===== src/rtl/cache_pkg.sv =====
// Shared types and helpers for the set-associative data cache.
// Covers the controller state encoding, geometry widths and byte-lane access.
package cache_pkg;

  typedef enum logic [1:0] {
    IDLE,
    FETCH,
    WRITE
  } cache_state_t;

  // Byte helpers operate on a fixed wide word; callers resize to DATA_WIDTH.
  localparam int unsigned MAX_DW = 64;

  function automatic int unsigned idx_width(input int unsigned sets);
    return $clog2(sets);
  endfunction

  function automatic int unsigned tag_width(input int unsigned aw, input int unsigned sets);
    return aw - 2 - $clog2(sets);
  endfunction

  function automatic logic [7:0] byte_select(input logic [MAX_DW-1:0] w, input logic [1:0] off);
    return w[{off, 3'b000} +: 8];
  endfunction

  function automatic logic [MAX_DW-1:0] byte_merge(input logic [MAX_DW-1:0] w,
                                                  input logic [1:0]        off,
                                                  input logic [7:0]        b);
    logic [MAX_DW-1:0] r;
    r = w;
    r[{off, 3'b000} +: 8] = b;
    return r;
  endfunction

endpackage


===== src/rtl/cache_lru.sv =====
// Per-set age-based LRU state for an N-way cache.
// One instance serves all sets; the caller selects the set for both query and touch.
module cache_lru #(
  parameter  int unsigned SETS  = 8,
  parameter  int unsigned WAYS  = 2,
  localparam int unsigned IDX_W = $clog2(SETS),
  localparam int unsigned WAY_W = $clog2(WAYS)
) (
  input  logic             clk,
  input  logic             rst,
  input  logic [IDX_W-1:0] set_i,
  input  logic [WAYS-1:0]  valid_i,
  input  logic             touch_i,
  input  logic [WAY_W-1:0] touch_way_i,
  output logic [WAY_W-1:0] victim_o
);

  logic [WAY_W-1:0] age_q [SETS][WAYS];
  logic             found;

  always_ff @(posedge clk or posedge rst) begin
    if (rst) begin
      for (int unsigned s = 0; s < SETS; s++) begin
        for (int unsigned w = 0; w < WAYS; w++) begin
          age_q[s][w] <= WAY_W'(w);
        end
      end
    end else if (touch_i) begin
      for (int unsigned w = 0; w < WAYS; w++) begin
        if (WAY_W'(w) == touch_way_i) begin
          age_q[set_i][w] <= '0;
        end else if (age_q[set_i][w] < age_q[set_i][touch_way_i]) begin
          age_q[set_i][w] <= age_q[set_i][w] + WAY_W'(1);
        end
      end
    end
  end

  // Invalid ways are filled lowest-index first before anything is evicted.
  always_comb begin
    victim_o = '0;
    found    = 1'b0;
    for (int unsigned w = 0; w < WAYS; w++) begin
      if (!valid_i[w] && !found) begin
        victim_o = WAY_W'(w);
        found    = 1'b1;
      end
    end
    if (!found) begin
      for (int unsigned w = 0; w < WAYS; w++) begin
        if (age_q[set_i][w] == WAY_W'(WAYS - 1)) begin
          victim_o = WAY_W'(w);
        end
      end
    end
  end

endmodule


===== src/rtl/data_cache_nway.sv =====
// N-way set-associative, write-through, no-write-allocate data cache.
// Hits return data combinationally; misses and all stores go to memory via req/ack.
module data_cache_nway
  import cache_pkg::*;
#(
  parameter int unsigned DATA_WIDTH = 32,
  parameter int unsigned ADDR_WIDTH = 32,
  parameter int unsigned SETS       = 8,
  parameter int unsigned WAYS       = 2,
  parameter int unsigned CNT_WIDTH  = 32
) (
  input  logic                  clk,
  input  logic                  rst,
  input  logic                  RE,
  input  logic                  WE,
  input  logic                  ByteAddr,
  input  logic [ADDR_WIDTH-1:0] A,
  input  logic [DATA_WIDTH-1:0] WD,
  input  logic                  Flush,
  output logic [DATA_WIDTH-1:0] RD,
  output logic                  Stall,
  output logic                  MemReq,
  output logic                  MemWE,
  output logic [ADDR_WIDTH-1:0] MemAddr,
  output logic [DATA_WIDTH-1:0] MemWD,
  output logic                  MemByte,
  input  logic                  MemAck,
  input  logic [DATA_WIDTH-1:0] MemRD,
  output logic [CNT_WIDTH-1:0]  HitCount,
  output logic [CNT_WIDTH-1:0]  MissCount
);

  localparam int unsigned IDX_W = idx_width(SETS);
  localparam int unsigned TAG_W = tag_width(ADDR_WIDTH, SETS);
  localparam int unsigned WAY_W = $clog2(WAYS);

  cache_state_t          state_q;
  logic [ADDR_WIDTH-1:0] addr_q;
  logic [DATA_WIDTH-1:0] wd_q;
  logic                  byte_q;
  logic [WAY_W-1:0]      victim_q;
  logic [CNT_WIDTH-1:0]  hit_cnt_q;
  logic [CNT_WIDTH-1:0]  miss_cnt_q;

  logic [WAYS-1:0]       valid_q [SETS];
  logic [TAG_W-1:0]      tag_q   [SETS][WAYS];
  logic [DATA_WIDTH-1:0] data_q  [SETS][WAYS];

  logic [ADDR_WIDTH-1:0] lk_addr;
  logic [IDX_W-1:0]      lk_set;
  logic [TAG_W-1:0]      lk_tag;
  logic                  hit;
  logic [WAY_W-1:0]      hit_way;
  logic [DATA_WIDTH-1:0] hit_word;
  logic [WAY_W-1:0]      victim;
  logic                  touch;
  logic [WAY_W-1:0]      touch_way;
  logic                  fill;
  logic                  wr_upd;
  logic [DATA_WIDTH-1:0] store_word;

  function automatic logic [DATA_WIDTH-1:0] load_fmt(input logic [DATA_WIDTH-1:0] w,
                                                     input logic                  b,
                                                     input logic [1:0]            off);
    if (b) begin
      return DATA_WIDTH'(byte_select(MAX_DW'(w), off));
    end
    return w;
  endfunction

  function automatic logic [DATA_WIDTH-1:0] store_fmt(input logic [DATA_WIDTH-1:0] old,
                                                      input logic [DATA_WIDTH-1:0] wd,
                                                      input logic                  b,
                                                      input logic [1:0]            off);
    logic [MAX_DW-1:0] merged;
    merged = byte_merge(MAX_DW'(old), off, wd[7:0]);
    if (b) begin
      return merged[DATA_WIDTH-1:0];
    end
    return wd;
  endfunction

  // Outside IDLE the lookup uses the latched access so the ack edge sees the same line.
  assign lk_addr = (state_q == IDLE) ? A : addr_q;
  assign lk_set  = lk_addr[2 +: IDX_W];
  assign lk_tag  = lk_addr[ADDR_WIDTH-1 -: TAG_W];

  always_comb begin
    hit     = 1'b0;
    hit_way = '0;
    for (int unsigned w = 0; w < WAYS; w++) begin
      if (valid_q[lk_set][w] && (tag_q[lk_set][w] == lk_tag)) begin
        hit     = 1'b1;
        hit_way = WAY_W'(w);
      end
    end
  end

  assign hit_word   = data_q[lk_set][hit_way];
  assign store_word = store_fmt(hit_word, wd_q, byte_q, addr_q[1:0]);

  cache_lru #(
    .SETS (SETS),
    .WAYS (WAYS)
  ) u_lru (
    .clk         (clk),
    .rst         (rst),
    .set_i       (lk_set),
    .valid_i     (valid_q[lk_set]),
    .touch_i     (touch),
    .touch_way_i (touch_way),
    .victim_o    (victim)
  );

  always_comb begin
    Stall     = 1'b0;
    RD        = '0;
    touch     = 1'b0;
    touch_way = hit_way;
    fill      = 1'b0;
    wr_upd    = 1'b0;
    case (state_q)
      IDLE: begin
        if (Flush || WE) begin
          Stall = 1'b1;
        end else if (RE) begin
          if (hit) begin
            RD    = load_fmt(hit_word, ByteAddr, A[1:0]);
            touch = 1'b1;
          end else begin
            Stall = 1'b1;
          end
        end
      end
      FETCH: begin
        Stall = ~MemAck;
        if (MemAck) begin
          RD        = load_fmt(MemRD, byte_q, addr_q[1:0]);
          fill      = 1'b1;
          touch     = 1'b1;
          touch_way = victim_q;
        end
      end
      WRITE: begin
        Stall = ~MemAck;
        if (MemAck && hit) begin
          wr_upd = 1'b1;
          touch  = 1'b1;
        end
      end
      default: ;
    endcase
  end

  always_ff @(posedge clk or posedge rst) begin
    if (rst) begin
      state_q    <= IDLE;
      addr_q     <= '0;
      wd_q       <= '0;
      byte_q     <= 1'b0;
      victim_q   <= '0;
      hit_cnt_q  <= '0;
      miss_cnt_q <= '0;
      for (int unsigned s = 0; s < SETS; s++) begin
        valid_q[s] <= '0;
      end
    end else begin
      case (state_q)
        IDLE: begin
          if (Flush) begin
            for (int unsigned s = 0; s < SETS; s++) begin
              valid_q[s] <= '0;
            end
          end else if (WE) begin
            addr_q  <= A;
            wd_q    <= WD;
            byte_q  <= ByteAddr;
            state_q <= WRITE;
          end else if (RE) begin
            if (hit) begin
              hit_cnt_q <= hit_cnt_q + CNT_WIDTH'(1);
            end else begin
              addr_q     <= A;
              byte_q     <= ByteAddr;
              victim_q   <= victim;
              miss_cnt_q <= miss_cnt_q + CNT_WIDTH'(1);
              state_q    <= FETCH;
            end
          end
        end
        FETCH: begin
          if (MemAck) begin
            valid_q[lk_set][victim_q] <= 1'b1;
            state_q                   <= IDLE;
          end
        end
        WRITE: begin
          if (MemAck) begin
            state_q <= IDLE;
          end
        end
        default: state_q <= IDLE;
      endcase
    end
  end

  always_ff @(posedge clk) begin
    if (fill) begin
      data_q[lk_set][victim_q] <= MemRD;
      tag_q[lk_set][victim_q]  <= lk_tag;
    end else if (wr_upd) begin
      data_q[lk_set][hit_way] <= store_word;
    end
  end

  assign MemReq    = (state_q != IDLE);
  assign MemWE     = (state_q == WRITE);
  assign MemByte   = (state_q == WRITE) && byte_q;
  assign MemWD     = (state_q == WRITE) ? wd_q : '0;
  assign MemAddr   = (state_q == WRITE) ? addr_q :
                     (state_q == FETCH) ? {addr_q[ADDR_WIDTH-1:2], 2'b00} : '0;
  assign HitCount  = hit_cnt_q;
  assign MissCount = miss_cnt_q;

endmodule


===== config.mk =====
export PLATFORM = sky130hd
export DESIGN_NAME = data_cache_nway
export DESIGN_NICKNAME = d
export VERILOG_FILES = /design/src/rtl/cache_pkg.sv /design/src/rtl/cache_lru.sv /design/src/rtl/data_cache_nway.sv
export SDC_FILE = /design/constraint.sdc
export NUM_CORES = 1
export LEC_CHECK = 0
export ABC_AREA = 1
export CAP_MARGIN = 20
export CORE_MARGIN = 2
export CORE_UTILIZATION = 45
export CTS_BUF_LIST = sky130_fd_sc_hd__clkbuf_8
export CTS_CLUSTER_SIZE = 10
export DETAILED_ROUTE_END_ITERATION = 8
export MAX_ROUTING_LAYER = met4
export RECOVER_POWER = 25
export SLEW_MARGIN = 5
export SYNTH_ARGS = -nofsm -noshare
export SYNTH_HDL_FRONTEND = slang
export SYNTH_SLANG_ARGS = --single-unit

===== constraint.sdc =====
create_clock -name clk -period 7.23 [get_ports clk]
set_input_delay 1.446 -clock clk [delete_from_list [all_inputs] [get_ports clk]]
set_output_delay 1.446 -clock clk [all_outputs]
set_load 0.01 [all_outputs]

* Yosys cells after proc, flatten, opt, wreduce, memory -nomap -nowiden
Memories as Yosys holds them, arrays and structs flattened.
Index checks and enable logic that the tools add are counted.
** Storage, ports and cells
- Memory bits (writable) :: 944
- Memories :: 2
- Register bits after elaboration :: 164
- Word-level logic and storage cells :: 328
- Output and inout port bits :: 164
- Input bits :: 103
** Cells by class
- Equality and inequality tests :: 11
- Order comparisons :: 11
- Shifts and indexed selects :: 4
- Add/sub/neg operators :: 5
- Reductions and logical operators :: 22
- Muxes and demuxes :: 165
- Bitwise gates (word level) :: 77
** Memories
- data_q :: depth 8, bits a word 64, rd ports 1, clocked after Yosys merged registers in 0, wr ports 1, RTL line data_cache_nway.sv:47 : logic [DATA_WIDTH-1:0] data_q [SETS][WAYS];
- tag_q :: depth 8, bits a word 54, rd ports 1, clocked after Yosys merged registers in 0, wr ports 1, RTL line data_cache_nway.sv:46 : logic [TAG_W-1:0] tag_q [SETS][WAYS];
** Operators with widths (count)
- 32-bit two-way mux :: 22
- 64-bit two-way mux :: 2
- 64-bit by 6-bit indexed part select with 8-bit output :: 2
- 16-bit two-way mux :: 7
- 1-bit two-way mux :: 104
- 32-bit by 1-bit adder with 32-bit output, second input constant :: 2
- 64-bit bitwise mux :: 1
- 32-bit demux with 1-bit select :: 2
- 1-bit bitwise OR :: 64
- 32-bit one-hot mux with 2 select lines :: 1
- 8-bit by 7-bit variable shift with 64-bit output, first input constant :: 1
- 8-bit by 7-bit indexed part select with 64-bit output :: 1
- 27-bit equality test :: 2
- 54-bit two-way mux :: 1
- 16-bit AND :: 2
- 16-bit bitwise mux :: 2
- 16-bit inverter :: 2
- 16-bit one-hot mux with 2 select lines :: 1
- 27-bit demux with 1-bit select :: 1
- 27-bit two-way mux :: 1
- 2-bit two-way mux :: 11
- 2-bit demux with 3-bit select :: 3
- 16-bit bitwise OR :: 1
- 2-bit binary-select mux with 3-bit select :: 2
- 30 further kinds :: 57

* Longest topological paths before layout
Gate-level depths: netlist of the first run.
- Word-level depth :: 21
- Depth in mapped cells :: 28
- Mapped depth without buffers :: 24

* Modules after synthesis
From an unflattened synthesis of the first run, not the netlist that was laid out.
** Second synthesis, totals
- Cells, all modules :: 5068
- Area, all modules :: 50447.1 sq um
** By module, submodules not included
- data_cache_nway :: times used 1, cells an instance 4786, area each 48896.9 sq um
- cache_lru :: times used 1, cells an instance 282, area each 1550.2 sq um

* Worst setup path after synthesis of the first run
No wires, ideal clock.
- Kind :: input-to-reg
- Start :: input A[4]
- End :: memory data_q[0][32] (netlist bit), enable pin
- Library setup time :: 0.432 ns
- Slack :: 1.836 ns
- Data arrival time :: 4.962 ns
- Stages on the path :: 20
- Cell sequence :: nand2_1 nand2_1 buf_2 nor2_4 buf_2 nand3_1 nand2_1 inv_2 nand2_1 nor2_1 nor2_1 nand2_1 nor2_1 nand2_1 nor2_1 nand2_2 nand2_4 nand4_2 clkbuf_1 a21oi_1
** Between the ends
- Longest elaborated chain between the ends :: 15
** RTL lines
- start: declaration :: RTL line data_cache_nway.sv:17 : input logic [ADDR_WIDTH-1:0] A,
- 32-bit two-way mux * :: RTL line data_cache_nway.sv:84 : assign lk_addr = (state_q == IDLE) ? A : addr_q;
- branches (longest 14 deep; another with memory 8 x 54 bit)
- end: declaration :: RTL line data_cache_nway.sv:47
Every way passes the cells marked *. The select of a mux whose other input is x is not followed.

* Final worst setup path of the first run
- Start :: register state_q[0]
- End :: output RD[20]
** RTL lines
- start: declaration :: RTL line data_cache_nway.sv:37 : cache_state_t state_q;
- start signal: assignment :: RTL line data_cache_nway.sv:157 : state_q <= IDLE;
- start signal: assignment :: RTL line data_cache_nway.sv:178 : state_q <= WRITE;
- start signal: assignment :: RTL line data_cache_nway.sv:187 : state_q <= FETCH;
- 2-bit logical NOT * :: RTL line data_cache_nway.sv:84
- 32-bit two-way mux * :: RTL line data_cache_nway.sv:84
- named net lk_addr[23] :: RTL line data_cache_nway.sv:49 : logic [ADDR_WIDTH-1:0] lk_addr;
- 27-bit equality test :: RTL line data_cache_nway.sv:92 : if (valid_q[lk_set][w] && (tag_q[lk_set][w] == lk_tag)) begin
- 1-bit logical AND :: RTL line data_cache_nway.sv:92
- 1-bit two-way mux :: RTL line data_cache_nway.sv:92
- 1-bit inverter with 2-bit output (implied by the code) :: RTL line data_cache_nway.sv:99 : assign hit_word = data_q[lk_set][hit_way];
- 32-bit two-way mux (implied by the code) (3 in series) :: RTL line data_cache_nway.sv:99
- 32-bit two-way mux :: RTL line data_cache_nway.sv:68 : return w;
- 32-bit two-way mux * :: RTL line data_cache_nway.sv:127 : if (hit) begin
- 32-bit two-way mux * :: RTL line data_cache_nway.sv:126 : end else if (RE) begin
- 32-bit two-way mux * :: RTL line data_cache_nway.sv:124 : if (Flush || WE) begin
- 32-bit one-hot mux with 2 select lines * :: RTL line data_cache_nway.sv:122 : case (state_q)
- end: declaration :: RTL line data_cache_nway.sv:20 : output logic [DATA_WIDTH-1:0] RD,
Mark *: on every way through the listed nets, which the timed path passes. The rest lies on a longest branch. The select of a mux whose other input is x is not followed.

==> results.py, run 1 <==
metrics = {
    "sta": {
        "rsz0062_at_grt": "false",
        "relSlewSlack_pct": -234.2,
        "fin_crit_ns": 7.109,
        "maxSlewViolCount": 172,
        "worst_pin_slew_ns": 4.985,
        "setup-violations-final": 0,
        "finalSetupTns_ns": 0,
        "clock.fmax_mhz": 140.7,
        "period_share_pct": 98.32,
        "skew_ns": 0.04199,
        "hold_viol": 0,
        "fin_ws_ns": 0.1214,
    },
    "layout": {
        "drive_above_1_share_pct": 10.41,
        "design_area_um2": 58340,
        "n_fill_cell": 9568,
        "nets": 5240,
        "syn_to_final_growth_pct": 18.31,
    },
    "drt": {
        "drt_iter0_drc": 4091,
        "via_count": 37766,
        "routed_wl_um": 167300,
        "antenna_left": 0,
        "drc_errors": 0,
        "routedWlPerCell_um": 25.01,
        "dr.pass1.iters": 6,
        "routed_via_density": 5.645,
    },
    "placement": {
        "finalWeightedCongestion": 1.014,
        "placed_cell_area_um2": 54860,
        "io_buffers": 266,
        "post-dp-hpwl_um": 111500,
        "pre_cts_ws_ns": 0.2841,
    },
    "synthesis": {
        "synth.cells.most_frequent": "nand2_1, edfxtp_1, nand3_1",
        "yosys_warnings": 0,
        "synth.most_common_cell": "nand2_1",
        "yosys-top-cells-area": "edfxtp_1, nand2_1, dfrtp_1",
        "synthArstFlopShare_pct": 14.80,
        "synth_nets": 4824,
        "ys.flop_type": "edfxtp_1",
        "ys_types": 46,
        "synth_edf_count": 944,
        "synth_area_um2": 49310,
        "syn_inst": 4710,
        "yosysTopAreaCell": "edfxtp_1",
        "syn_area_per_cell_um2": 10.47,
        "synth-seq-cells": 1108,
        "synth.top_cell.area_share_pct": 57.49,
        "yosysSeqAreaShare_pct": 65.83,
    },
    "floorplanning": {
        "start_util_pct": 45.36,
        "die_area_um2": 112200,
        "core_um2": 108700,
        "die_x_um": 335.0,
        "fp.dieH_um": 335.0,
        "num_rows": 121,
        "io_pins": 267,
    },
    "status": {
        "run_status": "complete, but fails checks",
        "violations": "max-capacitance violations, max-slew violations",
    },
    "grt": {
        "grt_usage_pct": 30.31,
        "grt_antenna_before_repair": 8,
        "grt_pass1_wl_um": 241200,
        "grt_start_max_net_pins": 99,
        "grt_overflow": 0,
        "grt_pass1_vias": 35869,
    },
    "run": {
        "cap_violations": 4,
    },
    "clocking": {
        "tritoncts": "built",
        "cts_made_buffers": 184,
        "path_clk_slew_ns": 0.06,
        "clockRootBuffer": "clkbuf_8",
        "clock_sinks": 1108,
        "cts_buffer_depth": 3,
        "clk_latency_ns": 0.87,
        "postCtsHoldBufs": 0,
        "htree_levels": 4,
    },
    "setup_path": {
        "cp-end-kind": "output pin",
        "r2r_slack_ns": 1.72,
        "worstSetupStartpointType": "flop",
        "cp-startpoint": "state_q[0]",
        "cp.arrival_ns": 5.66,
        "worstSetupPathType": "reg2out",
        "path_max_fanout": 35,
        "r2r-start": "state_q[0]",
        "required_ns": 5.78,
    },
    "power_and_ir_drop": {
        "leakagePower_nw": 22.84,
        "p_per_area_nw_per_um2": 421.2,
        "ir_worst_vdd_uv": 302.1,
    },
    "hold_path": {
        "hold_class": "reg2reg",
        "worstHoldStart": "u_lru.age_q[4]",
    },
}
## kinds of logic (layout without fill, tap and decap cells)
| group | Yosys count | after routing | synth area share [%] |
|---|---|---|---|
| AND/OR/NAND/NOR | 2483 | 2485 | 21.31 |
| adder cells (fa/ha/maj) | 11 | 11 | 0.2791 |
| AO/OA/AOI/OAI | 470 | 470 | 6.239 |
| flip-flops | 1108 | 1108 | 65.83 |
| other | 0 | 10 | 0 |
| XOR/XNOR | 61 | 61 | 1.083 |
| buffers and inverters | 551 | 1105 | 4.669 |
| multiplexers | 26 | 26 | 0.5937 |
## per-stage QoR
stage               instances  total power [mW]  hold slack [ns]  util, %
floorplan                4710             14.20           0.4494        -
global placement         6346             19.16           0.4630    50.47
detailed placement       6346             19.17           0.4737    50.47
CTS                      6672             24.38           0.4839    53.59
global route             6687             25.75           0.5040    53.66
finish                   6690             24.57           0.4830    53.67
## flip-flops by register name (all words and copies together), names as in the netlist
signal       cells
data_q         512
tag_q          432
HitCount        32
MissCount       32
addr_q          32
wd_q            32
u_lru.age_q     16
valid_q         16
state_q          2
byte_q           1
victim_q         1
## area by class of cell
cell class / instances / area (um2) / area share (%)
diodes: 10 / 25.02 / 0.04289
clock buffers: 193 / 2656 / 4.553
clock inverters: 133 / 735.7 / 1.261
inverters: 323 / 1216 / 2.085
multi-input cells: 3053 / 14970 / 25.66
flip-flops and latches: 1108 / 32460 / 55.64
well taps: 1414 / 1769 / 3.033
repair buffers: 456 / 4507 / 7.725
## power by group
| part | internal, mW | switching (mW) | leakage, nW |
|---|---|---|---|
| Sequential | 7.78 | 0.335 | 10.6 |
| Clock | 2.65 | 2.56 | 1.96 |
| Combinational | 3.24 | 8.00 | 10.3 |
## worst paths after layout
kind / end / cells past startpoint
setup reg to reg: data_q[7][33] / 17
setup / recovery: RD[20] / 17
hold reg to reg: u_lru.age_q[4] / 2
min in group asynchronous: MissCount[19] / 2
hold / removal: u_lru.age_q[4] / 2
max in group asynchronous: HitCount[22] / 3
## what timing repair did
item | 4_1_cts | 5_1_grt
setup endpoints to repair | 0 | 24
setup buffers | 0 | 3
resized for setup | 0 | 11
## cells in the final DEF (no fill, tap or decap), types with 41 or more instances in the layout
cell type / instances
nand2_1: 1452
edfxtp_1: 944
nand3_1: 482
inv_1: 361
nor2_1: 299
clkdlybuf4s50_1: 264
clkbuf_8: 193
dfrtp_1: 156
o21ai_0: 136
buf_4: 130
a22oi_1: 123
nand4_1: 91
a221oi_1: 57
nor3_1: 46
clkinv_1: 45
a21oi_1: 41
## layer usage
| metal | vias to the layer above | wire, um | share of wire, % | track usage, % |
|---|---|---|---|---|
| met4 | 0 | 6457 | 3.9 | 11.73 |
| met3 | 345 | 14190 | 8.5 | 5.638 |
| met1 | 18392 | 70050 | 42 | 40.36 |
| met5 | - | 0 | 0 | - |
| li1 | 17177 | - | - | - |
| met2 | 1852 | 76620 | 46 | 46.23 |
## critical path, stage by stage, from the launching register on
cell and delay [ns]:
dfrtp_1 0.41, inv_1 0.11, ha_4 0.25, buf_12 0.18, o21ai_0 0.98, inv_1 0.24, nand2_1 0.19, nand2_1 0.06
nor2_1 0.18, nand3_1 0.21, nor2_2 0.30, nand2_1 0.24, nand2_1 0.15, nand2_1 0.08, inv_2 0.07, nand2_1 0.28
o21ai_1 0.25, clkdlybuf4s50_1 0.56
No activity file was read; power rests on OpenSTA's default activity.
==> run 2, diff against run 1 <==
--- a/config.mk
+++ b/config.mk
@@ -7,13 +7,13 @@
 export LEC_CHECK = 0
 export ABC_AREA = 1
 export CAP_MARGIN = 20
-export CORE_MARGIN = 2
+export CORE_MARGIN = 1
 export CORE_UTILIZATION = 45
 export CTS_BUF_LIST = sky130_fd_sc_hd__clkbuf_8
 export CTS_CLUSTER_SIZE = 10
 export DETAILED_ROUTE_END_ITERATION = 8
 export MAX_ROUTING_LAYER = met4
-export RECOVER_POWER = 25
+export RECOVER_POWER = 100
 export SLEW_MARGIN = 5
 export SYNTH_ARGS = -nofsm -noshare
 export SYNTH_HDL_FRONTEND = slang
==> run 2 against run 1 <==
Net effect:
- the flow still finishes with violations (max-capacitance violations, max-slew violations)
- largest power group unchanged
- combinational power hardly changed
- cell count increased by 0.33%
- via count grew 0.46%
- sequential share of layout area increased by 0.062 points
- non-clock buffer count grew 15
- largest cell class unchanged
- first-iteration DRC count rose by 7.7%
- global-route usage increased by 0.77 points
- die area fell by 1.2%
- critical endpoint is now RD[11]
- highest routed layer unchanged
- clock skew increased by 0.026 ns
- setup slack better by 0.061 ns
==> results.py, run 2 (same netlist as run 1, synthesis figures left out) <==
metrics = {
    "power_and_ir_drop": {
        "p_per_area_nw_per_um2": 424.2,
        "leakagePower_nw": 23.42,
        "ir_worst_vdd_uv": 266.6,
    },
    "status": {
        "violations": "max-capacitance violations, max-slew violations",
        "run_status": "complete, but fails checks",
    },
    "sta": {
        "finalSetupTns_ns": 0,
        "rsz0062_at_grt": "false",
        "period_share_pct": 97.48,
        "relSlewSlack_pct": -164.6,
        "worst_pin_slew_ns": 3.970,
        "fin_crit_ns": 7.048,
        "setup-violations-final": 0,
        "maxSlewViolCount": 448,
        "clock.fmax_mhz": 141.9,
        "skew_ns": 0.06778,
        "hold_viol": 0,
    },
    "layout": {
        "final_cell_mix": "nand2_1, edfxtp_1, nand3_1",
        "top_register": "data_q",
        "syn_to_final_growth_pct": 18.18,
        "reg_top3": "data_q (512), tag_q (432)",
        "n_fill_cell": 9672,
        "drive_above_1_share_pct": 10.05,
        "layout_commonest_cell": "nand2_1",
        "nets": 5256,
        "design_area_um2": 58280,
        "largest_reg_flops": 512,
    },
    "run": {
        "cap_violations": 18,
    },
    "grt": {
        "grt_usage_pct": 31.07,
        "grt_pass1_vias": 35613,
        "grt_pass1_wl_um": 243900,
        "grt_start_max_net_pins": 138,
        "grt_overflow": 0,
        "grt_antenna_before_repair": 4,
    },
    "clocking": {
        "clock_sinks": 1108,
        "htree_levels": 4,
        "clk_latency_ns": 0.92,
        "cts_made_buffers": 185,
        "path_clk_slew_ns": 0.06,
        "tritoncts": "built",
        "cts_buffer_depth": 3,
        "clockRootBuffer": "clkbuf_8",
    },
    "floorplanning": {
        "io_pins": 267,
        "num_rows": 121,
        "fp.dieH_um": 333.0,
        "start_util_pct": 45.36,
        "core_um2": 108700,
        "die_area_um2": 110900,
        "die_x_um": 333.0,
    },
    "placement": {
        "placed_cell_area_um2": 55040,
        "post-dp-hpwl_um": 112200,
        "io_buffers": 266,
        "finalWeightedCongestion": 0.9906,
    },
    "drt": {
        "routed_wl_um": 169600,
        "drc_errors": 0,
        "drt_iter0_drc": 4404,
        "via_count": 37938,
        "dr.pass1.iters": 6,
        "routed_via_density": 5.652,
        "antenna_left": 0,
        "routedWlPerCell_um": 25.27,
    },
    "setup_path": {
        "required_ns": 5.78,
        "worstSetupStartpointType": "flop",
        "path_max_fanout": 34,
        "cp.arrival_ns": 5.60,
        "r2r_slack_ns": 0.36,
        "cp-end-kind": "output pin",
        "worstSetupPathType": "reg2out",
    },
    "hold_path": {
        "hold_class": "reg2reg",
    },
}
run 2: cell types whose count changed in the layout (fill, tap and decap cells not counted), sizes merged, moves of 8 or more:
cell / before / now
buf: 168 / 132
clkbuf: 215 / 271
clkdlybuf4s50: 264 / 118
diode: 10 / 2
dlygate4sd3: 2 / 148
inv: 382 / 395
run 2: metrics by stage:
stage	setup slack, ns	cells	total power [mW]	hold slack (ns)	util (%)
final	0.1825	6712	24.72	0.4791	53.61
after global routing	0.004066	6712	25.90	0.4978	53.61
after CTS	0.04836	6704	24.65	0.4808	53.97
after detailed placement	0.2233	6363	19.18	0.4646	50.63
after global placement	0.2380	6363	19.18	0.4610	50.63
after floorplan	1.364	4710	14.20	0.4494	-
run 2: worst max-delay path: stages, from the launching register on:
cell and delay, ns:
dfrtp_1 0.40, inv_1 0.10, ha_4 0.24, buf_12 0.18, o21ai_0 1.01, buf_4 0.35
inv_1 0.16, nand2_1 0.11, nand2_1 0.06, inv_1 0.05, nand2_1 0.04, nor2_1 0.11
nand2_1 0.06, nor2_1 0.15, nand2_2 0.14, buf_4 0.28, or2_2 0.33, nand3_1 0.20
nand2_1 0.08, dlygate4sd3_1 0.61
run 2: layout make-up:
type	instances	area, um2	share of cell area, %
flip-flops and latches	1108	32460	55.70
multi-input cells	3053	14780	25.35
repair buffers	471	4419	7.583
clock buffers	198	2725	4.676
well taps	1414	1769	3.036
inverters	323	1216	2.087
clock inverters	143	904.6	1.552
diodes	2	5.005	0.008588
run 2: repair_timing:
item	CTS	global route
endpoints found under the setup margin	0	33
hold buffers	0	0
buffers inserted	0	0
resized for setup	0	18
run 2: report_power, final:
part           switching (mW)  leakage (nW)  internal, mW
logic                    7.92          10.7          3.22
registers               0.328          10.6          7.79
clock network            2.67          2.11          2.79
total                    10.9          23.4          13.8
run 2: final timing paths:
check                                  to  cells after the start           start
hold reg to reg            u_lru.age_q[4]                      2  u_lru.age_q[4]
setup reg to reg            data_q[6][37]                     20      state_q[0]
hold / removal             u_lru.age_q[4]                      2  u_lru.age_q[4]
max in group asynchronous      addr_q[29]                      3             rst
min in group asynchronous    HitCount[28]                      2             rst
setup / recovery                   RD[11]                     19      state_q[0]
run 2: metal layers:
layer	global-route usage [%]	up-vias	wire, um
li1	-	17223	-
met1	41.84	18535	70880
met2	47.41	1864	77830
met3	5.274	316	14350
met4	11.40	0	6579
met5	-	-	0
